**src/rtl/param_multicycle_cpu.sv**
```systemverilog
// rtl/param_multicycle_cpu.sv - parameterised FETCH/DECODE/EXEC/MEM multicycle CPU core
// Optional retired-instruction counter output enabled by defining PMC_RETIRE_COUNT_EN.
module param_multicycle_cpu #(
    parameter int          DATA_W       = 16,
    parameter int          ADDR_W       = 16,
    parameter int          NUM_REGS     = 16,
    parameter int unsigned RESET_VECTOR = 0
) (
    input  logic              Clock,
    input  logic              Reset,
    input  logic [DATA_W-1:0] Mem_Rd_Data,
    input  logic              Mem_Ready,
    output logic [ADDR_W-1:0] Mem_Addr,
    output logic              Mem_Read,
    output logic              Mem_Write,
    output logic [DATA_W-1:0] Mem_Wr_Data,
    output logic [2:0]        Flags
`ifdef PMC_RETIRE_COUNT_EN
    ,
    output logic [31:0]       Retire_Count
`endif
);

    typedef enum logic [1:0] {S_FETCH, S_DECODE, S_EXEC, S_MEM} state_t;

    localparam logic [4:0] NREGS    = 5'(NUM_REGS);
    localparam logic [3:0] EXT_LOAD = 4'b0000;
    localparam logic [3:0] EXT_STOR = 4'b0100;

    state_t            state_q, state_d;
    logic [ADDR_W-1:0] pc_q, pc_d;
    logic [15:0]       ir_q, ir_d;
    logic [DATA_W-1:0] a_q, a_d, b_q, b_d;
    logic [2:0]        flags_q, flags_d;
    logic [DATA_W-1:0] regs_q [16];

    logic [3:0]        op, rd, ext, rs;
    logic [7:0]        imm8;
    logic [DATA_W-1:0] imm_sext, imm_zext, rf_a, rf_b, res, wr_data;
    logic [ADDR_W-1:0] disp;
    logic [DATA_W:0]   sum, diff, sumi;
    logic              is_load, is_stor, br_taken, wr_en, upd_nz, upd_c, c_new;

    assign op       = ir_q[15:12];
    assign rd       = ir_q[11:8];
    assign ext      = ir_q[7:4];
    assign rs       = ir_q[3:0];
    assign imm8     = ir_q[7:0];
    assign imm_sext = {{(DATA_W-8){imm8[7]}}, imm8};
    assign imm_zext = {{(DATA_W-8){1'b0}}, imm8};
    assign disp     = {{(ADDR_W-8){imm8[7]}}, imm8};
    assign is_load  = (ext == EXT_LOAD);
    assign is_stor  = (ext == EXT_STOR);

    // Out-of-range register indices read as zero.
    assign rf_a = ({1'b0, rd} < NREGS) ? regs_q[rd] : '0;
    assign rf_b = ({1'b0, rs} < NREGS) ? regs_q[rs] : '0;

    // Top bit of the widened difference is the unsigned borrow.
    assign sum  = {1'b0, a_q} + {1'b0, b_q};
    assign diff = {1'b0, a_q} - {1'b0, b_q};
    assign sumi = {1'b0, a_q} + {1'b0, imm_sext};

    always_comb begin
        case (rd)
            4'b0000: br_taken = flags_q[0];
            4'b0001: br_taken = ~flags_q[0];
            4'b0010: br_taken = flags_q[1];
            4'b0011: br_taken = ~flags_q[1];
            4'b1110: br_taken = 1'b1;
            default: br_taken = 1'b0;
        endcase
    end

    always_comb begin
        state_d     = state_q;
        pc_d        = pc_q;
        ir_d        = ir_q;
        a_d         = a_q;
        b_d         = b_q;
        flags_d     = flags_q;
        wr_en       = 1'b0;
        wr_data     = '0;
        res         = '0;
        upd_nz      = 1'b0;
        upd_c       = 1'b0;
        c_new       = 1'b0;
        Mem_Addr    = pc_q;
        Mem_Read    = 1'b0;
        Mem_Write   = 1'b0;
        Mem_Wr_Data = '0;
        case (state_q)
            S_FETCH: begin
                Mem_Read = 1'b1;
                if (Mem_Ready) begin
                    ir_d    = Mem_Rd_Data[15:0];
                    pc_d    = pc_q + ADDR_W'(1);
                    state_d = S_DECODE;
                end
            end
            S_DECODE: begin
                a_d     = rf_a;
                b_d     = rf_b;
                state_d = (op == 4'b0100) ? S_MEM : S_EXEC;
            end
            S_EXEC: begin
                state_d = S_FETCH;
                case (op)
                    4'b0000: begin
                        case (ext)
                            4'b0101: begin res = sum[DATA_W-1:0];  c_new = sum[DATA_W];
                                           wr_en = 1'b1; upd_nz = 1'b1; upd_c = 1'b1; end
                            4'b1001: begin res = diff[DATA_W-1:0]; c_new = diff[DATA_W];
                                           wr_en = 1'b1; upd_nz = 1'b1; upd_c = 1'b1; end
                            4'b1011: begin res = diff[DATA_W-1:0]; c_new = diff[DATA_W];
                                           upd_nz = 1'b1; upd_c = 1'b1; end
                            4'b0001: begin res = a_q & b_q; wr_en = 1'b1; upd_nz = 1'b1; end
                            4'b0010: begin res = a_q | b_q; wr_en = 1'b1; upd_nz = 1'b1; end
                            4'b0011: begin res = a_q ^ b_q; wr_en = 1'b1; upd_nz = 1'b1; end
                            4'b1101: begin res = b_q; wr_en = 1'b1; end
                            default: ;
                        endcase
                    end
                    4'b0101: begin res = sumi[DATA_W-1:0]; c_new = sumi[DATA_W];
                                   wr_en = 1'b1; upd_nz = 1'b1; upd_c = 1'b1; end
                    4'b1101: begin res = imm_zext; wr_en = 1'b1; end
                    4'b1100: if (br_taken) pc_d = pc_q + disp;
                    default: ;
                endcase
                wr_data = res;
                if (upd_nz) begin
                    flags_d[2] = res[DATA_W-1];
                    flags_d[0] = (res == '0);
                end
                if (upd_c) flags_d[1] = c_new;
            end
            S_MEM: begin
                Mem_Addr = b_q[ADDR_W-1:0];
                if (is_load) begin
                    Mem_Read = 1'b1;
                    if (Mem_Ready) begin
                        wr_en   = 1'b1;
                        wr_data = Mem_Rd_Data;
                        state_d = S_FETCH;
                    end
                end else if (is_stor) begin
                    Mem_Write   = 1'b1;
                    Mem_Wr_Data = a_q;
                    if (Mem_Ready) state_d = S_FETCH;
                end else begin
                    state_d = S_FETCH;
                end
            end
            default: state_d = S_FETCH;
        endcase
        if (!Reset) begin
            Mem_Read    = 1'b0;
            Mem_Write   = 1'b0;
            Mem_Wr_Data = '0;
        end
    end

    always_ff @(posedge Clock) begin
        if (!Reset) begin
            state_q <= S_FETCH;
            pc_q    <= ADDR_W'(RESET_VECTOR);
            ir_q    <= '0;
            a_q     <= '0;
            b_q     <= '0;
            flags_q <= '0;
            for (int i = 0; i < 16; i++) regs_q[i] <= '0;
        end else begin
            state_q <= state_d;
            pc_q    <= pc_d;
            ir_q    <= ir_d;
            a_q     <= a_d;
            b_q     <= b_d;
            flags_q <= flags_d;
            if (wr_en && ({1'b0, rd} < NREGS)) regs_q[rd] <= wr_data;
        end
    end

    assign Flags = flags_q;

`ifdef PMC_RETIRE_COUNT_EN
    logic        retire;
    logic [31:0] retire_q;

    assign retire = (state_q == S_EXEC) ||
                    ((state_q == S_MEM) && (Mem_Ready || !(is_load || is_stor)));

    always_ff @(posedge Clock) begin
        if (!Reset)      retire_q <= '0;
        else if (retire) retire_q <= retire_q + 32'd1;
    end

    assign Retire_Count = retire_q;
`endif

endmodule

```
**config.mk**
```make
export PLATFORM = sky130hd
export DESIGN_NAME = param_multicycle_cpu
export DESIGN_NICKNAME = d
export VERILOG_FILES = /design/src/rtl/param_multicycle_cpu.sv
export SDC_FILE = /design/constraint.sdc
export NUM_CORES = 1
export LEC_CHECK = 0
export ABC_AREA = 1
export BUFFER_PORTS_ARGS = -buffer_cell sky130_fd_sc_hd__buf_2
export CAP_MARGIN = 20
export CELL_PAD_IN_SITES_DETAIL_PLACEMENT = 1
export CELL_PAD_IN_SITES_GLOBAL_PLACEMENT = 2
export CORE_MARGIN = 3
export CORE_UTILIZATION = 39
export CTS_CLUSTER_SIZE = 25
export DETAILED_ROUTE_END_ITERATION = 8
export PLACE_DENSITY = 0.81
export SETUP_SLACK_MARGIN = 0.4
export SKIP_CTS_REPAIR_TIMING = 1
export SYNTH_ARGS = -nofsm -noshare
export SYNTH_HDL_FRONTEND = slang
export SYNTH_SLANG_ARGS = --single-unit
```
**constraint.sdc**
```tcl
create_clock -name Clock -period 3.8 [get_ports Clock]
set_input_delay 0.57 -clock Clock [delete_from_list [all_inputs] [get_ports Clock]]
set_output_delay 0.57 -clock Clock [all_outputs]
set_load 0.05 [all_outputs]
```
== Word-level counts from Yosys, hierarchy flattened ==
Memories as Yosys holds them, arrays and structs flattened. A register that Yosys moved wholly into a read port is not among the register bits.
Cells that the tools add are included.
Word-level totals
  register bits: 37
  bits in writable memories: 256
  input port bits: 19
  logic and storage cells: 105
  memories kept: 1
Cells by class
  add/subtract/negate cells: 5
  equal/unequal tests: 22
  multiplexer cells: 49
  bitwise logic cells: 5
  reductions and logical operators: 18
Memories
  regs_q: depth 16, bits a word 16, read ports 2, clocked after memory_dff 2, write ports 16, RTL line 35  | logic [DATA_W-1:0] regs_q [16];
Operators with widths (number)
  2-to-1 mux 16 bit: 12
  one-hot mux 16 bit (6 select lines): 1
  one-hot mux 16 bit (2 select lines): 2
  one-hot mux 16 bit (3 select lines): 1
  adder 16 x 16 -> 17 bit: 2
  equality test 4 bit (second input constant): 6
  2-to-1 mux 1 bit: 19
  subtractor 16 x 16 -> 17 bit: 1
  adder 16 x 1 -> 16 bit (second input constant): 1
  adder 16 bit: 1
  bitwise AND 16 bit: 1
  equality test 4 x 2 -> 1 bit (second input constant): 4
  equality test 4 x 3 -> 1 bit (second input constant): 4
  zero test 16 bit: 1
  bitwise OR 16 bit: 1
  OR reduction 16 bit: 1
  bitwise XOR 16 bit: 1
  one-hot mux 1 bit (2 select lines): 7
  zero test 4 bit: 3
  OR reduction 6 bit: 2
  equality test 4 x 1 -> 1 bit (second input constant): 2
  2-to-1 mux 2 bit: 4
  one-hot mux 2 bit (4 select lines): 1
  AND reduction 2 bit: 3
  other kinds (13): 18

== Depth between registers and ports, before layout ==
Gate-level depths: netlist (run 1).
  depth after elaboration: 10
  gate-level depth with buffers: 20
  depth with buffers taken out: 19

== Worst setup path after synthesis (run 1) ==
No wires, ideal clock.
  path type: register to register
  from: register state_q[0]
  to: register pc_q[12]
  library setup time: 0.128 ns
  arrival time: 2.840 ns
  required time: 3.672 ns
  setup slack: 0.831 ns
  cell stages (with the launch flop): 18
  buffers on the path: 2
  period minus slack after synthesis: 2.969 ns
  path through: dfxtp_1 > inv_1 > ha_1 > buf_2 > buf_1 > nand2_1 > ha_1 > inv_1 > fa_1 > nor2_1 > a211oi_1 > o21ai_0 > nand2_1 > nand2_1 > a21boi_0 > o21ai_0 > xor2_1 > a21oi_1
Between the ends
  cells in the longest elaborated chain, start to end: 3
  elaborated cells between the ends (all ways): 8
  classes of those cells: eq/ne (4); mux (1); reduce/logical (3)
Ends and longest elaborated chain
  from (decl): RTL line 30  | state_t state_q, state_d;
  from (signal assigned): RTL line 173  | state_q <= state_d;
  equality test 2 bit or zero test 2 bit (tied branches): RTL line 92  | case (state_q)
  != test 2 x 1 -> 1 bit (no source line) (tied with other cells)
  AND reduction 4 bit (no source line)
  to (signal assigned): RTL line 166  | pc_q <= ADDR_W'(RESET_VECTOR);
  to (signal assigned): RTL line 174  | pc_q <= pc_d;
  to (decl): RTL line 31  | logic [ADDR_W-1:0] pc_q, pc_d;
Several ways; a longest one is shown, not always the timed one.
A chain may end at the register's enable or synchronous reset.

== Final worst setup path (run 1) ==
  from: register state_q[0]
  to: output Mem_Wr_Data[0]
Between the ends
  cells in the longest elaborated chain, start to end: 3
Ends and longest elaborated chain
  equality test 2 bit: RTL line 92
  2-to-1 mux 16 bit: RTL line 92
  2-to-1 mux 16 bit: RTL line 156  | if (!Reset) begin
  to (decl): RTL line 16  | output logic [DATA_W-1:0] Mem_Wr_Data,
Every way passes these cells.

==> flow_summary.ini, run 1 <==
[synth]
synth_nets = 2666
synthCells = 2557
yosysTopAreaCellShare_pct = 37.4
netlist_top_cells_area = edfxtp_1, nor2_1, nand2_1
synthesis.area_per_instance_um2 = 8.04
seq_area_frac_synth_pct = 44.1
ys_ff_latch = 325
synth_area_leader_cell = edfxtp_1
syn_area_mm2 = 0.0206
ys_warn_count = 0
synthFlopType = edfxtp_1
synth_edf_count = 256
synthArstFlopShare_pct = 0
yosys.cell_types.count = 52

[clock_tree]
cts_max_path_buffers = 3
htreeDepth = 2
clock-sinks = 325
path_clk_slew_ns = 0.06
clock_latency_ns = 0.58
cts_tree = built
cts-buffers-inserted = 39
root_buffer = clkbuf_16

[place]
hpwl_mm = 62.1
placement.io_buffers = 55
finalWeightedCongestion = 0.911
placed_area_mm2 = 0.0219

[global_routing]
grt_pass1_vias = 20500
use_met2_pct = 54.0
met1_usage_pct = 38.4
overflow = 0
met3_usage_pct = 4.37
grtUsageTotal_pct = 31.0
grt_max_degree = 131
grt.busiest_layer = met2
grt_pass1_wl_mm = 131
antenna_found_initial = 2

[setup_path]
crit_chain = ha_1 > inv_1 > nor3_1 > nand3_1 > buf_4 > nor2_1 > buf_2
critPathRequiredTime_ns = 3.23
max_stage_delay_ns = 0.39
worst_setup_path_end_kind = output port
worstSetupPathType = register to output port
slowest_stage = dfxtp_1
cp.arrival_ns = 2.63
cp_max_fo = 17
worstSetupStartpointType = register

[timing]
slew-limit-headroom_pct = 24.5
hold_viol_final = 0
rsz0062_at_grt = false
finalCritPeriodShare_pct = 84.2
finalSetupViolCount = 0
fin_worst_skew_ns = 0.0186
period_minus_slack_ns = 3.20
totalNegativeSetupSlack_ns = 0
worst_pin_slew_ns = 1.12
slew_violations = 0
max_freq_ghz = 0.313

[power_and_ir_drop]
p_leak_nw = 9.29
ir_drop_uv = 323
power_density_mw_per_mm2 = 556

[routing]
drt_iter0_drc = 1887
wl_mm = 88.7
drc = 0
routedWlPerCell_um = 26.8
first_pass_iters = 5
viasPerCell = 6.05
via_count = 20000
ant_nets = 0

[cells_and_area]
final_cell_mix = nor2_1, nand2_1, edfxtp_1
design_area_mm2 = 0.0232
areaGrowthSynthToFinish_pct = 12.8
drive_above_1_share_pct = 11.4
fillers = 6176
multi_input_comb_area_mm2 = 0.0100
final_common_cell = nor2_1
layout.nets = 2712
final_util_pct = 44.9
seq_area_mm2 = 0.00908

[die]
io_pins = 56
die_area_mm2 = 0.0555
fp.dieW_um = 236
core-area_mm2 = 0.0517
rows = 83
die_h_um = 236
start_util_pct = 39.8

[run_status]
status = completed

[flow_run]
drv_cap = 0

[hold_path]
hp-class = input pin to register
## cell usage after synthesis (8+ instances only)
library cell,count
inv_1,187
nor2_1,500
xnor2_1,9
o22ai_1,50
edfxtp_1,256
clkbuf_1,104
nand2_2,12
o21ai_0,209
nand4_1,14
xor2_1,8
a2111oi_0,10
o211ai_1,18
buf_4,17
ha_1,86
buf_1,11
dfxtp_1,69
o221ai_1,33
buf_2,29
a22oi_1,134
o311ai_0,12
a211oi_1,16
a21oi_1,134
a21oi_2,14
nand3_1,125
nand2_1,418
inv_2,10
## report_power, final
group          leakage [nW]  internal [mW]  switching, mW
Combinational          5.49           1.38           3.52
Sequential             3.21           4.10          0.293
Clock                 0.584           2.05           1.57
Total                  9.29           7.52           5.39
## state kept, by name (all words and copies together), names as in the netlist
name,cells
state_q,2
b_q,16
Flags,3
regs_q,256
pc_q,16
ir_q,16
a_q,16
## metrics by stage
| step | hold WS [ns] | power, mW | setup slack [ns] | cells |
|---|---|---|---|---|
| after detailed placement | 0.474 | 9.23 | 0.442 | 3238 |
| final | 0.309 | 12.9 | 0.601 | 3310 |
| after global placement | 0.454 | 9.13 | 0.491 | 3238 |
| after floorplan | 0.443 | 7.42 | 0.831 | 2557 |
| after global routing | 0.320 | 13.5 | 0.402 | 3309 |
| after CTS | 0.286 | 12.8 | 0.407 | 3305 |
## cell type report
class / count / share of cell area (%)
flip-flops and latches: 325 / 39.1
well taps: 680 / 3.67
multi-input cells: 1865 / 43.2
repair buffers: 173 / 5.66
clock buffers: 54 / 4.80
inverters: 199 / 3.23
clock inverters: 13 / 0.345
diodes: 1 / 0.0108
## logic make-up (layout without fill, tap and decap cells)
logic type / count (synthesis) / after routing / synth area share [%]
other cells: 0 / 1 / 0
xor+xnor: 17 / 17 / 0.724
fa+ha+maj: 90 / 90 / 5.62
flops: 325 / 325 / 44.1
buf+inv: 367 / 439 / 7.46
simple gates: 1093 / 1093 / 21.5
compound gates: 665 / 665 / 20.6
## final timing paths
path                   start        endpoint  slack (ns)  depth (start not counted)
max               state_q[0]  Mem_Wr_Data[0]        0.60                          7
min          Mem_Rd_Data[15]        ir_q[15]        0.31                          3
min reg2reg         ir_q[13]        ir_q[13]        0.48                          2
max reg2reg           b_q[0]   regs_q[14][6]        0.61                         13
## metal layers
layer / vias up / wire (um)
li1: 8977 / -
met1: 9997 / 34700
met2: 836 / 43300
met3: 222 / 6230
met4: 0 / 4440
met5: - / 0
## critical path: cells and delay by family (launching register included)
family | cells | cell delay, ns
buf+inv | 3 | 0.66
fa+ha+maj | 1 | 0.30
flops | 1 | 0.39
simple gates | 3 | 0.69
Note: power is estimated with default switching activity, not from simulation.
==> inputs of run 2 (changes only) <==
- clock period: 3.8 -> 3.4 ns (I/O delays scaled with it)
==> flow_summary.ini, run 2 (same netlist as run 1, synthesis figures left out) <==
[run_status]
status = completed

[die]
rows = 83
die_h_um = 236
io_pins = 56
fp.dieW_um = 236
core-area_mm2 = 0.0517
start_util_pct = 39.8
die_area_mm2 = 0.0555

[routing]
wl_mm = 90.0
via_count = 20300
routedWlPerCell_um = 26.9
drt_iter0_drc = 1996
first_pass_iters = 6
viasPerCell = 6.05
ant_nets = 0
drc = 0

[cells_and_area]
final_cell_mix = nor2_1, nand2_1, edfxtp_1
seq_area_mm2 = 0.00910
diodes = 0
layout.nets = 2753
multi_input_comb_area_mm2 = 0.0103
final_util_pct = 46.1
fillers = 6168
areaGrowthSynthToFinish_pct = 15.9
max_flop_register = regs_q
final_common_cell = nor2_1
drive_above_1_share_pct = 15.2
largest_reg_flops = 256

[setup_path]
critPathRequiredTime_ns = 2.89
worstSetupStartpointType = register
cp.arrival_ns = 2.45
worstSetupPathType = register to output port
r2r-start = b_q[4]
cp_max_fo = 17
worst_setup_path_end_kind = output port
cp-startpoint = state_q[0]

[timing]
period_minus_slack_ns = 2.96
finalCritPeriodShare_pct = 87.1
max_freq_ghz = 0.338
finalSetupViolCount = 0
rsz0062_at_grt = true
hold_viol_final = 0
fin_worst_skew_ns = 0.0177
slew-limit-headroom_pct = 35.2
slew_violations = 0
worst_pin_slew_ns = 0.970

[place]
finalWeightedCongestion = 0.913
placement.io_buffers = 55
hpwl_mm = 63.5

[hold_path]
hp-class = input pin to register
hp-start = Mem_Rd_Data[15]

[clock_tree]
clock_latency_ns = 0.56
cts_max_path_buffers = 3
root_buffer = clkbuf_16
path_clk_slew_ns = 0.06
clock-sinks = 325
htreeDepth = 2
cts_tree = built
cts-buffers-inserted = 39

[global_routing]
grt_max_degree = 131
grtUsageTotal_pct = 31.1
antenna_found_initial = 2
overflow = 0
grt_pass1_vias = 21000
grt_pass1_wl_mm = 132

[flow_run]
drv_cap = 0

[power_and_ir_drop]
ir_drop_uv = 374
p_total_mw = 14.7
p_leak_nw = 9.54
power_density_mw_per_mm2 = 618
==> run 2: changes by cell type in the layout (fill, tap and decap cells not counted), sizes merged <==
cell	change
diode	-1
buf	+36
bufinv	+2
inv	-2
clkinv	+1
clkbuf	-1
clkinvlp	+2
==> run 2: metal layers <==
metal	track usage, %	wire length [um]	vias up
met5	0	29	-
met4	13.9	4030	4
met3	4.43	5850	214
met2	54.1	44500	847
met1	38.3	35600	10100
li1	-	-	9053
==> run 2: worst paths after layout <==
kind	end	slack, ns	cells past startpoint
min	ir_q[15]	0.28	3
max reg2reg	regs_q[10][9]	0.48	16
max	Mem_Wr_Data[0]	0.44	7
min reg2reg	ir_q[13]	0.48	2
==> run 2: stage by stage <==
step	hold slack, ns	instance area [um^2]	worst slack, ns	instances	TNS [ns]
after CTS	0.255	23200	-0.0140	3328	-0.0374
after global placement	0.454	22100	0.0808	3264	0
after floorplan	0.443	20600	0.431	2557	0
final	0.276	23800	0.440	3347	0
after global routing	0.305	23800	0.279	3347	0
after detailed placement	0.465	22100	0.00291	3264	0
==> run 2: critical path, stage by stage, from the launching register on <==
cell and delay, ns:
dfxtp_1 0.38, ha_2 0.27, inv_1 0.11, nor3_4 0.23, nand3_1 0.10, buf_4 0.24
nor2_1 0.25, clkbuf_4 0.30
==> run 2: final cells by class <==
class                           count  share of cell area [%]
Clock buffer                       48                    4.28
Clock inverter                     16                   0.567
Inverter                          199                    3.19
Multi-Input combinational cell   1865                    43.2
Sequential cell                   325                    38.2
Tap cell                          680                    3.57
Timing Repair Buffer              214                    6.97
==> run 2: power by group <==
| group | switching (mW) | total, mW | leakage, nW | internal, mW |
|---|---|---|---|---|
| sequential | 0.320 | 4.91 | 3.22 | 4.59 |
| combinational | 4.04 | 5.83 | 5.75 | 1.79 |
| clock | 1.71 | 3.98 | 0.568 | 2.27 |
| total | 6.07 | 14.7 | 9.54 | 8.65 |
==> inputs of run 3 (changes only) <==
- CORE_ASPECT_RATIO: unset -> 1.4
- GPL_TIMING_DRIVEN: unset -> 0
==> flow_summary.ini, run 3 (same netlist as run 1, synthesis figures left out) <==
[global_routing]
grt_pass1_vias = 21800
grt_pass1_wl_mm = 150
grtUsageTotal_pct = 38.3
overflow = 0
grt_max_degree = 17
antenna_found_initial = 0

[cells_and_area]
drive_above_1_share_pct = 18.6
fillers = 6187
design_area_mm2 = 0.0248
final_common_cell = nor2_1
max_flop_register = regs_q
diodes = 0
final_cell_mix = nor2_1, nand2_1, edfxtp_1
layout.nets = 2861
final_util_pct = 48.1
largest_reg_flops = 256
final_cells = 3478
areaGrowthSynthToFinish_pct = 20.8

[clock_tree]
cts_tree = built
cts_max_path_buffers = 3
cts-buffers-inserted = 36
htreeDepth = 2
root_buffer = clkbuf_16
path_clk_slew_ns = 0.06
clock-sinks = 325
clock_latency_ns = 0.60

[die]
fp.dieW_um = 200
start_util_pct = 39.8
die_h_um = 278
core-area_mm2 = 0.0516
rows = 98
io_pins = 56
die_area_mm2 = 0.0556

[setup_path]
cp_max_fo = 10
cp-startpoint = ir_q[0]
worstSetupPathType = register to register
r2r-start = ir_q[0]
cp.arrival_ns = 3.84
worst_setup_path_end_kind = register
critPathRequiredTime_ns = 3.94
worstSetupStartpointType = register

[timing]
totalNegativeSetupSlack_ns = 0
rsz0062_at_grt = true
period_minus_slack_ns = 3.30
whs_ns = 0.236
max_freq_ghz = 0.303
fin_worst_skew_ns = 0.0329
hold_viol_final = 0
finalSetupViolCount = 0
slew_violations = 0
slew-limit-headroom_pct = 15.0
worst_pin_slew_ns = 1.27
finalCritPeriodShare_pct = 97.1
setup_ws_ns = 0.0972

[place]
finalWeightedCongestion = 1.03
hpwl_mm = 81.5
place_inst = 3317
placed_area_mm2 = 0.0217
place_ws_ns = -0.981
placement.io_buffers = 55

[run_status]
status = completed

[power_and_ir_drop]
power_density_mw_per_mm2 = 623
p_leak_nw = 9.99
p_total_mw = 15.5
ir_drop_uv = 429

[routing]
viasPerCell = 6.19
routedWlPerCell_um = 31.8
drc = 0
via_count = 21500
drt_iter0_drc = 2084
first_pass_iters = 5
wl_mm = 111
ant_nets = 0

[hold_path]
hp-class = input pin to register
hp-start = Mem_Rd_Data[15]

[flow_run]
drv_cap = 0
[run 3: final timing paths]
kind	end	slack, ns	cells after the start
max	b_q[6]	0.1	9
min	ir_q[15]	0.24	3
max reg2reg	b_q[6]	0.1	9
min reg2reg	ir_q[13]	0.48	2
[run 3: where the power goes]
group | total (mW) | switching (mW) | internal, mW
sequential | 4.98 | 0.364 | 4.61
clock | 3.98 | 1.77 | 2.21
combinational | 6.51 | 4.71 | 1.80
[run 3: area by class of cell]
cell class | count | area (um^2) | share of cell area, %
multi-input cells | 1875 | 10700 | 43.0
inverters | 199 | 767 | 3.09
repair buffers | 147 | 1230 | 4.94
clock buffers | 44 | 941 | 3.79
clock inverters | 20 | 193 | 0.776
flip-flops and latches | 325 | 9150 | 36.9
plain buffers | 168 | 996 | 4.01
well taps | 700 | 876 | 3.53
[run 3: critical path, stage by stage, from the launching register on]
cell      delay (ns)
dfxtp_2         0.38
clkbuf_1        0.37
clkbuf_1        0.70
clkbuf_2        0.51
nor2_1          0.10
o22ai_1         0.33
o21ai_0         0.29
o311ai_0        0.28
o211ai_1        0.19
inv_1           0.09
[run 3: layer usage]
| layer | vias up | global-route usage, % | routed length [um] |
|---|---|---|---|
| li1 | 9315 | - | - |
| met1 | 10500 | 38.7 | 36500 |
| met2 | 1162 | 63.4 | 52300 |
| met3 | 502 | 7.87 | 7650 |
| met4 | 0 | 38.7 | 14100 |
| met5 | - | 0 | 0 |
